[config.mk]
export PLATFORM = sky130hd
export DESIGN_NAME = trig_beam_scaler
export DESIGN_NICKNAME = d
export VERILOG_FILES = /design/src/rtl/trig_beam_scaler.sv
export SDC_FILE = /design/constraint.sdc
export NUM_CORES = 1
export LEC_CHECK = 0
export ABC_AREA = 1
export CAP_MARGIN = 20
export CORE_ASPECT_RATIO = 1.4
export CORE_MARGIN = 3
export CORE_UTILIZATION = 49
export DETAILED_ROUTE_END_ITERATION = 8
export GPL_TIMING_DRIVEN = 0
export PLACE_DENSITY = 0.75
export SLEW_MARGIN = 30
export SYNTH_ARGS = -nofsm -noshare
export SYNTH_HDL_FRONTEND = slang
export SYNTH_HIERARCHICAL = 1
export SYNTH_SLANG_ARGS = --single-unit
[constraint.sdc]
create_clock -name ifclk -period 2.47 [get_ports ifclk]
set_input_delay 0.741 -clock ifclk [delete_from_list [all_inputs] [get_ports ifclk]]
set_output_delay 0.741 -clock ifclk [all_outputs]
set_load 0.01 [all_outputs]
[src/rtl/trig_beam_scaler.sv]
// trig_beam_scaler: per-beam trigger rate scaler in the ifclk domain.
// Each ifclk cycle with a beam's trigger high and unmasked counts as one hit.
// Hits accumulate over GATE_CYCLES cycles. At gate end the counts go into a
// readout bank and the accumulators restart. The bank is read one beam at a
// time through sel_i.
//
// Ports:
//   ifclk     sole clock
//   rst_i     asynchronous active-high reset
//   trig_i    [NBEAMS]      per-beam trigger levels (ifclk synchronous)
//   mask_i    [NBEAMS]      1 = beam ignored
//   enable_i                run enable; low aborts the current gate period
//   sel_i     [SEL_W]       readout beam select
//   count_o   [SCALER_BITS] latched count of the selected beam (registered)
//   sat_o                   selected beam saturated in its latched period
//   update_o                one-cycle pulse after a new bank is latched
//   seq_o     [SEQ_BITS]    bank update count, wrapping

// One beam: saturating accumulator, sticky overflow flag and bank entry.
module trig_beam_lane #(
  parameter int SCALER_BITS = 16
) (
  input  logic                   clk,
  input  logic                   rst,
  input  logic                   en,
  input  logic                   term,
  input  logic                   hit,
  output logic [SCALER_BITS-1:0] bank,
  output logic                   banksat
);
  logic [SCALER_BITS-1:0] acc;
  logic                   ovf;
  logic                   full;
  logic [SCALER_BITS-1:0] sum;

  assign full = &acc;
  // Stick at all-ones instead of wrapping.
  assign sum  = full ? acc : acc + SCALER_BITS'(hit);

  always_ff @(posedge clk or posedge rst) begin
    if (rst) begin
      acc     <= '0;
      ovf     <= 1'b0;
      bank    <= '0;
      banksat <= 1'b0;
    end else if (!en) begin
      acc <= '0;
      ovf <= 1'b0;
    end else if (term) begin
      // The terminal-cycle hit belongs to the period that is ending.
      bank    <= sum;
      banksat <= ovf | (hit & full);
      acc     <= '0;
      ovf     <= 1'b0;
    end else begin
      acc <= sum;
      ovf <= ovf | (hit & full);
    end
  end
endmodule

module trig_beam_scaler #(
  parameter int NBEAMS      = 2,
  parameter int SCALER_BITS = 16,
  parameter int GATE_CYCLES = 125000,
  parameter int SEQ_BITS    = 8,
  localparam int SEL_W      = $clog2(NBEAMS)
) (
  input  logic                   ifclk,
  input  logic                   rst_i,
  input  logic [NBEAMS-1:0]      trig_i,
  input  logic [NBEAMS-1:0]      mask_i,
  input  logic                   enable_i,
  input  logic [SEL_W-1:0]       sel_i,
  output logic [SCALER_BITS-1:0] count_o,
  output logic                   sat_o,
  output logic                   update_o,
  output logic [SEQ_BITS-1:0]    seq_o
);
  localparam int GW = $clog2(GATE_CYCLES);
  localparam logic [GW-1:0]  LAST = GW'(GATE_CYCLES - 1);
  localparam logic [SEL_W:0] NB   = (SEL_W + 1)'(NBEAMS);

  logic [GW-1:0]                        gcnt;
  logic                                 term;
  logic [NBEAMS-1:0]                    hit;
  logic [NBEAMS-1:0][SCALER_BITS-1:0]   bank;
  logic [NBEAMS-1:0]                    banksat;

  assign hit  = trig_i & ~mask_i;
  assign term = enable_i && (gcnt == LAST);

  // Gate counter: held at 0 while disabled so the first enabled cycle is 0.
  always_ff @(posedge ifclk or posedge rst_i) begin
    if (rst_i)              gcnt <= '0;
    else if (!enable_i || term) gcnt <= '0;
    else                    gcnt <= gcnt + 1'b1;
  end

  for (genvar i = 0; i < NBEAMS; i++) begin : g_lane
    trig_beam_lane #(.SCALER_BITS(SCALER_BITS)) u_lane (
      .clk     (ifclk),
      .rst     (rst_i),
      .en      (enable_i),
      .term    (term),
      .hit     (hit[i]),
      .bank    (bank[i]),
      .banksat (banksat[i])
    );
  end

  always_ff @(posedge ifclk or posedge rst_i) begin
    if (rst_i) begin
      update_o <= 1'b0;
      seq_o    <= '0;
    end else begin
      update_o <= term;
      seq_o    <= seq_o + SEQ_BITS'(term);
    end
  end

  // Readout mux; out-of-range selects read as zero.
  always_ff @(posedge ifclk or posedge rst_i) begin
    if (rst_i) begin
      count_o <= '0;
      sat_o   <= 1'b0;
    end else if ({1'b0, sel_i} < NB) begin
      count_o <= bank[sel_i];
      sat_o   <= banksat[sel_i];
    end else begin
      count_o <= '0;
      sat_o   <= 1'b0;
    end
  end
endmodule

==> flow_metrics.tcl <==
set metrics [dict create \
    reg2reg_from "gcnt[0]" \
    wire_per_inst_um 13.7 \
    dieArea_um2 12300 \
    clk_pin_slew_worst_paths_ns 0.07 \
    postSynthAreaPerCell_um2 8.39 \
    clkPwrFrac_pct 41.5 \
    crit_arrival_ns 2.51 \
    pre_cts_ws_ns -0.757 \
    area_delta_synth_final_pct 15.3 \
    drv_cap 0 \
    combinationalPowerShare_pct 4.9 \
    hold_viol 0 \
    grt_pass1_wl_mm 19.5 \
    yosys.area.top_type "dfrtp_1" \
    synth_top_area_share_pct 51.7 \
    std_cell_rows 44 \
    power_density_nw_per_um2 567 \
    viasPerCell 5.00 \
    max_clock_freq_ghz 0.435 \
    tightest_slew_ns 0.705 \
    num_antenna_cells 0 \
    ant_nets 0 \
    htree_levels 3 \
    insertion_delay_ns 0.34 \
    grt_max_degree 35 \
    power_switching_share_pct 21.2 \
    start_kind "primary input" \
    die_w_um 94.5 \
    yosysUniqueCellTypes 28 \
    yosys_warnings 6 \
    syn_area_um2 5380 \
    yosys_register_bits 111 \
    cts_setup_buffers 0 \
    cp-end-kind "flop" \
    die_y_um 130 \
    initial_core_util_pct 51.1 \
    synthArstFlopShare_pct 100 \
    finalSetupViolations 0 \
    track_usage_pct 20.1 \
    grt_pass1_vias 4136 \
    fin_cells 825 \
    dp.cells 812 \
    rsz0062_at_grt "no" \
    gp_congestion 0.907 \
    power.switching_uw 744 \
    synth_flop_cell "dfrtp_1" \
    tritoncts "built" \
    run_status "completed" \
    clock-sinks 111 \
    setup_slack_ns 0.172 \
    fillers 909 \
    totalPowerFinal_mw 3.52 \
    cts_buffer_depth 2 \
    critPathLaunch "trig_i[1]" \
    cts_root_buf "clkbuf_16" \
    grt.overflow.total 0 \
    syn_nets 656 \
    dp_hpwl_mm 8.44 \
    yosysMostFrequentCell "nand2_1" \
    worstPathRequired_ns 2.68 \
    holdWs_ns 0.478 \
    utilization_pct 59.0 \
    drc 0 \
    grt_antenna_before_repair 0 \
    layout.nets 698 \
    routed_wl_mm 11.3 \
    period_minus_slack_ns 2.30 \
    num_io_pins 34 \
    portBuffers 32 \
    synthTopCellsByCount "175 x nand2_1, 111 x dfrtp_1, 108 x nor2_1" \
    yosysSeqAreaShare_pct 51.7 \
    drt_iter0_drc 220 \
    first_pass_iters 4 \
    seqPwrFrac_pct 53.6 \
    crit_fanout 5 \
    maxSlewHeadroom_pct 52.9 \
    synth_edf_count 0 \
    cts_buffers 9 \
    hp-class "reg -> reg" \
    core_area_um2 10500 \
    criticalPathCategory "in -> reg" \
    period_share_pct 93.0 \
    cellLeakagePower_nw 3.03 \
    skew_ns 0.00686 \
    irDropWorstVdd_uv 371 \
    cts-resized-gates 2 \
    fin_area_um2 6200 \
    yosys-top-cells-area "dfrtp_1 52%, nand2_1 12%, nor2_1 7.5%" \
    vias 4124 \
    holdBufCountCts 0 \
    finalSetupTns_ns 0 \
    slew_violations 0 \
    p_int_mw 2.77 \
    syn_inst 641 \
    worstHoldStart "seq_o[7]" \
    placed_area_um2 5890 \
    drive_above_1_share_pct 9.90 \
]
-- critical path: stages --
cell and delay, ns:
clkdlybuf4s50_1 0.45, inv_1 0.03, nor2_1 0.23, ha_2 0.29, nand3_1 0.17, nor2_2 0.22, xor2_1 0.11, nor2_1 0.18
o21ai_1 0.09
-- layout make-up --
class | count | area (µm²) | area share [%]
sequential | 111 | 2780 | 44.8
multi-input combinational | 440 | 2250 | 36.3
buffer | 9 | 61.3 | 0.989
clock buffer | 13 | 260 | 4.20
clock inverter | 2 | 38.8 | 0.626
inverter | 79 | 297 | 4.78
tap | 138 | 173 | 2.79
timing repair buffer | 33 | 343 | 5.53
-- state kept, by name, indices dropped and copies added (netlist names) --
register	count
count_o	16
g_lane.u_lane/acc	32
g_lane.u_lane/bank	32
g_lane.u_lane/banksat	2
g_lane.u_lane/ovf	2
gcnt	17
sat_o	1
seq_o	8
update_o	1
-- cell usage in the layout, fill, tap and decap left out --
cell,instances
a21oi_1,3
a21oi_2,2
a31oi_1,2
a31oi_2,2
buf_12,1
buf_2,1
buf_4,1
buf_6,3
bufinv_16,1
clkbuf_1,6
clkbuf_16,9
clkbuf_8,2
clkdlybuf4s50_1,31
clkinv_1,2
dfrtp_1,111
dlymetal6s2s_1,1
ha_1,5
ha_2,2
inv_1,72
inv_2,5
inv_6,1
mux2_2,17
nand2_1,175
nand2_2,5
nand3_1,38
nand3_2,2
nand3b_1,2
nand4_1,14
nor2_1,105
nor2_2,7
nor2_4,7
o21ai_0,3
o21ai_1,16
o21bai_1,5
xnor2_1,11
xor2_1,17
-- power by group through the flow --
stage | clock (mW) | combinational (mW) | sequential (mW)
after detailed placement | 0 | 0.177 | 1.92
after CTS | 1.47 | 0.179 | 1.88
final | 1.46 | 0.174 | 1.88
after global routing | 1.56 | 0.197 | 1.89
after floorplan | 0 | 0.0982 | 1.92
after global placement | 0 | 0.167 | 1.92
-- cell families (layout without fill, tap and decap cells) --
logic type,count (synthesis),after routing,synth area share (%)
flip-flops,111,111,51.7
buffers and inverters,90,136,6.80
AO/OA/AOI/OAI,33,33,3.77
AND/OR/NAND/NOR,355,355,28.0
XOR/XNOR,28,28,4.56
multiplexers,17,17,3.56
adder cells (fa/ha/maj),7,7,1.63
-- routing by layer --
layer	global-route usage (%)	wire, µm
met3	3.00	304
met2	34.9	5870
met5	0	0
met1	25.6	4920
met4	6.71	206
-- final timing paths --
check | end | slack (ns) | cells past startpoint
worst max-delay path | g_lane[1].u_lane/bank[5] | 0.17 | 9
worst min-delay path | seq_o[7] | 0.48 | 1
worst max register to register | seq_o[6] | 0.33 | 10
worst min register to register | seq_o[7] | 0.48 | 1
max in group asynchronous | g_lane[1].u_lane/bank[9] | 1.08 | 2
min in group asynchronous | sat_o | 0.76 | 2
No activity file was read; power rests on OpenSTA's default activity.
